File: src/rtl/fp16_add_arbiter.sv
`default_nettype none
// ============================================================================
// Module   : fp16_add_arbiter
// Purpose  : Round-robin sharing of one fixed-latency fp16 adder among N
//            requesters, with a per-requester in-flight limit and tagged
//            result return.
// Revision : 1.0
// ============================================================================
module fp16_add_arbiter #(
  parameter int N       = 4,
  parameter int ADD_LAT = 5,
  parameter int MAX_OUT = 2
) (
  input  logic            clk,
  input  logic            rst_b,
  input  logic            en,
  input  logic [N-1:0]    req_valid,
  input  logic [16*N-1:0] req_a,
  input  logic [16*N-1:0] req_b,
  output logic [N-1:0]    req_ready,
  output logic            add_de_in,
  output logic [15:0]     add_a,
  output logic [15:0]     add_b,
  input  logic            add_de_out,
  input  logic [15:0]     add_data,
  output logic [N-1:0]    rsp_valid,
  output logic [15:0]     rsp_data,
  output logic            busy,
  output logic            err
);

  localparam int              c_idw     = (N > 1) ? $clog2(N) : 1;
  localparam int              c_cw      = $clog2(MAX_OUT + 1);
  localparam logic [c_cw-1:0] c_max_out = c_cw'(MAX_OUT);

  logic [c_idw-1:0] r_rr_ptr;
  logic [c_cw-1:0]  r_cnt [N];
  logic             r_de_in;
  logic [15:0]      r_a;
  logic [15:0]      r_b;
  logic [c_idw-1:0] r_issue_id;
  logic [ADD_LAT-1:0] r_sv;
  logic [c_idw-1:0] r_sid [ADD_LAT];
  logic [N-1:0]     r_rsp_valid;
  logic [15:0]      r_rsp_data;
  logic             r_err;

  logic [15:0]      w_a [N];
  logic [15:0]      w_b [N];
  logic [N-1:0]     w_elig;
  logic [N-1:0]     w_grant;
  logic [c_idw-1:0] w_gnt_id;
  logic [c_idw-1:0] w_cand;
  logic [c_idw-1:0] w_rr_next;
  logic             w_accept;
  logic             w_tag_v;
  logic [c_idw-1:0] w_tag_id;
  logic             w_rsp_fire;

  for (genvar gi = 0; gi < N; gi++) begin : g_req
    assign w_a[gi]    = req_a[16*gi +: 16];
    assign w_b[gi]    = req_b[16*gi +: 16];
    assign w_elig[gi] = en & req_valid[gi] & (r_cnt[gi] < c_max_out);
  end

  // First eligible requester at or after the round-robin pointer wins.
  always_comb begin
    w_grant  = '0;
    w_gnt_id = '0;
    w_cand   = '0;
    w_accept = 1'b0;
    for (int k = 0; k < N; k++) begin
      w_cand = c_idw'((int'(r_rr_ptr) + k) % N);
      if (!w_accept && w_elig[w_cand]) begin
        w_accept         = 1'b1;
        w_gnt_id         = w_cand;
        w_grant[w_cand]  = 1'b1;
      end
    end
  end

  assign w_rr_next  = (w_gnt_id == c_idw'(N - 1)) ? '0 : w_gnt_id + 1'b1;
  assign w_tag_v    = r_sv[ADD_LAT-1];
  assign w_tag_id   = r_sid[ADD_LAT-1];
  assign w_rsp_fire = w_tag_v & add_de_out;

  always_ff @(posedge clk or negedge rst_b) begin
    if (!rst_b) begin
      r_rr_ptr   <= '0;
      r_de_in    <= 1'b0;
      r_a        <= '0;
      r_b        <= '0;
      r_issue_id <= '0;
    end else begin
      r_de_in <= w_accept;
      if (w_accept) begin
        r_a        <= w_a[w_gnt_id];
        r_b        <= w_b[w_gnt_id];
        r_issue_id <= w_gnt_id;
        r_rr_ptr   <= w_rr_next;
      end
    end
  end

  // Shadow of the adder pipeline: last stage lines up with add_de_out.
  always_ff @(posedge clk or negedge rst_b) begin
    if (!rst_b) begin
      r_sv <= '0;
      for (int s = 0; s < ADD_LAT; s++) r_sid[s] <= '0;
    end else begin
      r_sv[0]  <= r_de_in;
      r_sid[0] <= r_issue_id;
      for (int s = 1; s < ADD_LAT; s++) begin
        r_sv[s]  <= r_sv[s-1];
        r_sid[s] <= r_sid[s-1];
      end
    end
  end

  always_ff @(posedge clk or negedge rst_b) begin
    if (!rst_b) begin
      r_rsp_valid <= '0;
      r_rsp_data  <= '0;
      r_err       <= 1'b0;
      for (int i = 0; i < N; i++) r_cnt[i] <= '0;
    end else begin
      r_rsp_valid <= w_rsp_fire ? (N'(1) << w_tag_id) : '0;
      if (w_rsp_fire) r_rsp_data <= add_data;
      if (w_tag_v != add_de_out) r_err <= 1'b1;
      // A tag leaving the shadow retires its slot even if the adder dropped it.
      for (int i = 0; i < N; i++) begin
        case ({w_accept && (w_gnt_id == c_idw'(i)), w_tag_v && (w_tag_id == c_idw'(i))})
          2'b10:   r_cnt[i] <= r_cnt[i] + 1'b1;
          2'b01:   r_cnt[i] <= r_cnt[i] - 1'b1;
          default: r_cnt[i] <= r_cnt[i];
        endcase
      end
    end
  end

  assign req_ready = w_grant;
  assign add_de_in = r_de_in;
  assign add_a     = r_a;
  assign add_b     = r_b;
  assign rsp_valid = r_rsp_valid;
  assign rsp_data  = r_rsp_data;
  assign err       = r_err;
  assign busy      = r_de_in | (|r_sv) | (|r_rsp_valid);

endmodule
`default_nettype wire

File: config.mk
export PLATFORM = sky130hd
export DESIGN_NAME = fp16_add_arbiter
export DESIGN_NICKNAME = d
export VERILOG_FILES = /design/src/rtl/fp16_add_arbiter.sv
export SDC_FILE = /design/constraint.sdc
export NUM_CORES = 1
export LEC_CHECK = 0
export BUFFER_PORTS_ARGS = -buffer_cell sky130_fd_sc_hd__buf_2
export CAP_MARGIN = 20
export CORE_MARGIN = 5
export CORE_UTILIZATION = 45
export DETAILED_ROUTE_END_ITERATION = 16
export GPL_TIMING_DRIVEN = 1
export PLACE_DENSITY = 0.75
export SLEW_MARGIN = 5
export SYNTH_ARGS = -nofsm -noshare
export SYNTH_HDL_FRONTEND = slang
export SYNTH_SLANG_ARGS = --single-unit
File: constraint.sdc
create_clock -name clk -period 3.33 [get_ports clk]
set_input_delay 0.1665 -clock clk [delete_from_list [all_inputs] [get_ports clk]]
set_output_delay 0.1665 -clock clk [all_outputs]
set_load 0.1 [all_outputs]
==> Word level (Yosys, flattened, before mapping) <==
Index checks and enable logic that the tools add are counted.
{ "totals": {"reg_bits": 81, "in_bits": 152, "wordCells": 140, "output_inout_bits": 59} }
{ "op_classes": {"n_lt_le_gt_ge": 13, "n_mux": 40, "n_eq_ne": 15, "bitwise": 15, "shift": 1, "reduce_logical": 26, "addsub": 12} }
{ "op_table": {"columns": ["operator", "count"], "rows": [
  ["16-bit binary-select mux with 2-bit select", 2],
  ["16-bit two-way mux", 4],
  ["4-bit two-way mux", 5],
  ["2-bit == test, second input constant", 8],
  ["2-bit case mux with 2 select lines", 4],
  ["1-bit logical AND", 15],
  ["2-bit by 1-bit adder with 2-bit output, second input constant", 6],
  ["2-bit by 1-bit == test with 1-bit output, second input constant", 6],
  ["2-bit by 3-bit less-than comparator with 1-bit output, second input constant", 4],
  ["1-bit two-way mux", 12],
  ["4-bit bitwise OR", 3],
  ["2-bit two-way mux", 5],
  ["1-bit AND", 9],
  ["1-bit binary-select mux with 2-bit select", 4],
  ["1-bit demux with 2-bit select", 4],
  ["2-bit by 1-bit >= comparator with 1-bit output, second input constant", 4],
  ["2-bit less-than comparator, second input constant", 4],
  ["2-bit nonzero test", 4],
  ["2-bit by 1-bit subtractor with 2-bit output, second input constant", 4],
  ["5-bit OR reduction", 1],
  ["2-bit adder, second input constant", 2],
  ["2-bit zero test", 2],
  ["4-bit OR reduction", 1],
  ["1-bit by 2-bit left shift with 4-bit output, first input constant", 1],
  ["other kinds (5)", 8]
]} }

==> Logic depth before layout (Yosys ltp) <==
{ "logic_depth": {"depth_word": 18, "depth_mapped": 15} }

==> Worst setup path after synthesis <==
OpenSTA, ideal clock, no wires.
{ "synth_timing": {"kind": "reg2reg", "startpoint": "register r_rr_ptr[0]", "endpoint": "register r_cnt[5] (netlist bit)", "stages_incl_launch_ff": 16, "arrival_time_ps": 2814, "path_slack_ps": 391, "setup_time_ps": 125, "path_buffers": 3, "path_cell_list": "dfrtp_1 -> buf_4 -> inv_1 -> ha_1 -> nand2b_1 -> a21oi_2 -> o221a_4 -> o21a_1 -> buf_6 -> mux2i_4 -> buf_6 -> nand2b_1 -> ha_1 -> xnor2_1 -> nor2_1 -> xor2_1"} }
{ "synth_via": {"elab_chain_len": 16} }
{ "synth_lines": {"columns": ["element", "line_no", "source"], "rows": [
  ["start, declared", "36", "logic [c_idw-1:0] r_rr_ptr;"],
  ["start signal, assigned", "100", "r_rr_ptr <= w_rr_next;"],
  ["branches (longest 13 deep; another with 2-bit by 1-bit adder with 2-bit output)", null, null],
  ["1-bit logical AND (*)", "132", "case ({w_accept && (w_gnt_id == c_idw'(i)), w_tag_v && (w_tag_id == c_idw'(i))})"],
  ["2-bit by 1-bit == test with 1-bit output or 2-bit == test (tied branches)", "132", null],
  ["2-bit case mux with 2 select lines or 2-bit nonzero test (tied branches)", null, null],
  ["end signal, assigned by index", "133", "2'b10: r_cnt[i] <= r_cnt[i] + 1'b1;"],
  ["end signal, assigned by index", "134", "2'b01: r_cnt[i] <= r_cnt[i] - 1'b1;"],
  ["end signal, assigned by index", "135", "default: r_cnt[i] <= r_cnt[i];"],
  ["end, declared", "37", "logic [c_cw-1:0] r_cnt [N];"]
]} }
Mark *: on every way between the ends. The select of a mux whose other input is x is not followed.
A chain may end at the register's enable or synchronous reset.

==> Worst setup path in the final report <==
{ "layout_timing": {"startpoint": "register r_rr_ptr[1]", "endpoint": "register r_a[8] (netlist: add_a[8])"} }
{ "layout_via": {"elab_chain_len": 16} }
{ "layout_lines": {"columns": ["element", "line_no", "source"], "rows": [
  ["branches (longest 16 deep; another with 2-bit by 1-bit adder with 2-bit output)", null, null],
  ["end signal, assigned", "97", "r_a <= w_a[w_gnt_id];"],
  ["end, declared", "39", "logic [15:0] r_a;"]
]} }
Several ways; the timed one is not identified. The select of a mux whose other input is x is not followed.

==> flow_metrics.py <==
metrics = {
    "final_layout": {
        "final-seq-area_mm2": 0.00203,
        "num-fill-cells": 932,
        "design_area_mm2": 0.00638,
        "drive_gt1_share_pct": 42.5,
        "syn_to_final_growth_pct": 29.7,
        "multi_input_area_mm2": 0.00271,
        "final_core_util_pct": 59.2,
        "diodes": 0,
        "num-nets-final": 819,
    },
    "clocking": {
        "cts_max_path_buffers": 2,
        "clock_latency_ns": 0.36,
        "htree_levels": 3,
        "clkSlewWorstSetupHoldPaths_ns": 0.09,
        "cts-root-buf": "clkbuf_8",
        "cts_tree": "built",
        "cts.sinks": 81,
        "cts_made_buffers": 9,
    },
    "worst_setup_path": {
        "worstPathRequired_ns": 3.56,
        "arrival_ns": 3.26,
        "r2r_end": "add_a[8]",
        "ff2ff_path_depth": 10,
        "worstSetupEndpointType": "flop",
        "reg2reg_slack_ns": 0.30,
        "crit_fanout": 13,
        "critPathKind": "flop to flop",
        "reg2reg_from": "r_rr_ptr[1]",
        "start_kind": "flop",
    },
    "placement": {
        "gp_congestion": 0.951,
        "place_area_mm2": 0.00615,
        "io_buffers": 210,
        "dpl_worst_slack_ns": 0.249,
        "dp_hpwl_um": 11100,
    },
    "synth": {
        "syn_area_mm2": 0.00492,
        "netlist_instances": 455,
        "synth.top_cells.by_area": "dfrtp_1 (41%), mux2i_1 (13%), mux2_2 (7.1%)",
        "syn-num-nets": 616,
        "syn_area_per_cell_um2": 10.8,
        "synth_async_sr_flop_share_pct": 100,
        "ys_types": 58,
        "synth-seq-area-share_pct": 41.2,
        "synth.top_cell.area_share_pct": 41.2,
        "ys.flop_type": "dfrtp_1",
        "yosysWarnings": 0,
        "ys_seq_elements": 81,
        "synth-edff-count": 0,
        "yosys.area.top_type": "dfrtp_1",
    },
    "global_route": {
        "antenna_found_initial": 0,
        "grt_max_degree": 82,
        "grt_overflow": 0,
        "grt_pass1_vias": 4967,
        "grt_usage_pct": 23.2,
        "grt_first_pass_wirelength_um": 24600,
    },
    "timing": {
        "final.setup.worst_slack_ns": 0.303,
        "skew_ns": 0.0113,
        "finalCriticalPeriod_ns": 3.03,
        "setup_viol": 0,
        "tightest_slew_ns": 0.817,
        "period_share_pct": 90.9,
        "finalHoldViolations": 0,
        "final.setup.tns_ns": 0,
        "slew_headroom_pct": 45.5,
        "drv_slew": 0,
        "rsz0062_at_grt": "false",
        "max_freq_mhz": 330,
    },
    "hold_path": {
        "holdPathEnd": "rsp_data[12]",
        "hold_depth": 2,
        "hold_path_class": "primary input to flop",
        "hold_path_startpoint": "add_data[12]",
    },
    "die": {
        "core_area_mm2": 0.0108,
        "initial_utilization_pct": 45.6,
        "ioPinCount": 211,
        "num_rows": 38,
        "die_h_um": 115,
        "dieArea_mm2": 0.0131,
        "fp.dieW_um": 115,
    },
    "routing": {
        "wl_per_cell_um": 19.3,
        "vias": 4744,
        "drt_iter0_markers": 448,
        "drtAntennaViolNets": 0,
        "routed_wl_um": 15500,
        "viasPerCell": 5.91,
        "drtPass1Iterations": 7,
        "drc": 0,
    },
    "job": {
        "drv_cap": 0,
    },
    "status": {
        "outcome": "complete, no violations",
    },
}
[logic make-up (layout without fill, tap and decap cells)]
family | Yosys count | after routing | share of synthesized area (%)
xor gates and xnor gates | 13 | 13 | 2.31
and+or+nand+nor | 101 | 101 | 10.6
adders and majority gates | 9 | 9 | 2.29
DFF | 81 | 81 | 41.2
AOI/OAI and AO/OA | 118 | 118 | 18.7
buffers and inverters | 36 | 244 | 4.04
muxes | 97 | 97 | 20.8
[metrics by stage]
step	hold WS, ns	instances
finish	0.0274	803
global route	0.00735	803
floorplan	-0.129	455
detailed placement	0.336	785
global placement	0.334	784
CTS	0.0119	801
[sequential cells by signal (all words and copies together), names as in the netlist]
signal,count
rsp_valid,4
add_de_in,1
err,1
add_b,16
r_issue_id,2
w_tag_id,2
rsp_data,16
r_cnt,8
r_sv,5
r_rr_ptr,2
r_sid,8
add_a,16
[per-layer routing]
metal / vias up / part of all wire [%] / wire [µm] / GRT usage [%]
li1: 2159 / - / - / -
met1: 2319 / 40 / 6270 / 29.4
met2: 234 / 51 / 7850 / 39.3
met3: 32 / 6.7 / 1030 / 4.07
met4: 0 / 2.2 / 342 / 9.26
met5: - / 0 / 0 / 0
[synth_stat cells, types with 3 or more instances]
master,number
nor2_1,12
nand3_1,3
xnor2_1,9
a31oi_1,16
o211ai_1,16
dfrtp_1,81
a222oi_1,20
clkbuf_1,15
buf_4,3
o221ai_1,17
a2bb2oi_1,16
buf_6,6
ha_1,9
inv_1,3
and3_1,3
mux2_2,31
nand2_1,54
nand2b_1,6
buf_2,5
xor2_1,4
mux2i_1,64
o21ai_0,17
[cell type report]
type | instances | share of cell area, %
multi-input cells | 338 | 42.4
flip-flops and latches | 81 | 31.7
repair buffers | 224 | 19.7
well taps | 140 | 2.74
clock buffers | 9 | 1.94
clock inverters | 7 | 1.20
inverters | 4 | 0.235
[worst max-delay path by stage]
stage          depth (start not counted)   startpoint         to  slack [ns]
2_1_floorplan                         15  r_rr_ptr[0]   r_cnt[5]        0.39
3_3_place_gp                           9  r_rr_ptr[1]  add_b[10]        0.32
3_5_place_dp                          10  r_rr_ptr[1]   add_a[7]        0.25
4_1_cts                               10  r_rr_ptr[1]   add_a[7]        0.22
5_1_grt                               11  r_rr_ptr[0]   r_cnt[7]        0.12
6_report                              10  r_rr_ptr[1]   add_a[8]        0.30
[critical path: stages (launching register included)]
cell      delay [ns]
dfrtp_1         0.53
inv_1           0.14
ha_1            0.36
nand2b_1        0.16
a21oi_2         0.06
o221a_4         0.28
o21a_1          0.22
mux2i_4         0.36
buf_4           0.34
mux2i_1         0.28
o221ai_1        0.15
[timing repair]
item / CTS / global route
hold buffers: 0 / 1
gates resized for setup: 0 / 1
setup endpoints to repair: 0 / 1
setup buffers: 0 / 0
hold endpoints to repair: 0 / 46
[layout by cell type (no fill, tap or decap), drive strengths merged, types with 4 or more instances in the layout]
cell type  count
and3           4
xor2           4
dfrtp         81
inv            7
o21ai         18
mux2          32
a222oi        20
clkbuf         9
a31oi         16
xnor2          9
buf          223
nand2b         6
nor2          13
a2bb2oi       16
mux2i         65
o221ai        17
o211ai        16
ha             9
nand2         54
Power is left out: the tool's default activity adds up to more than one toggle a clock period on the data nets, which glitch-free logic cannot reach.
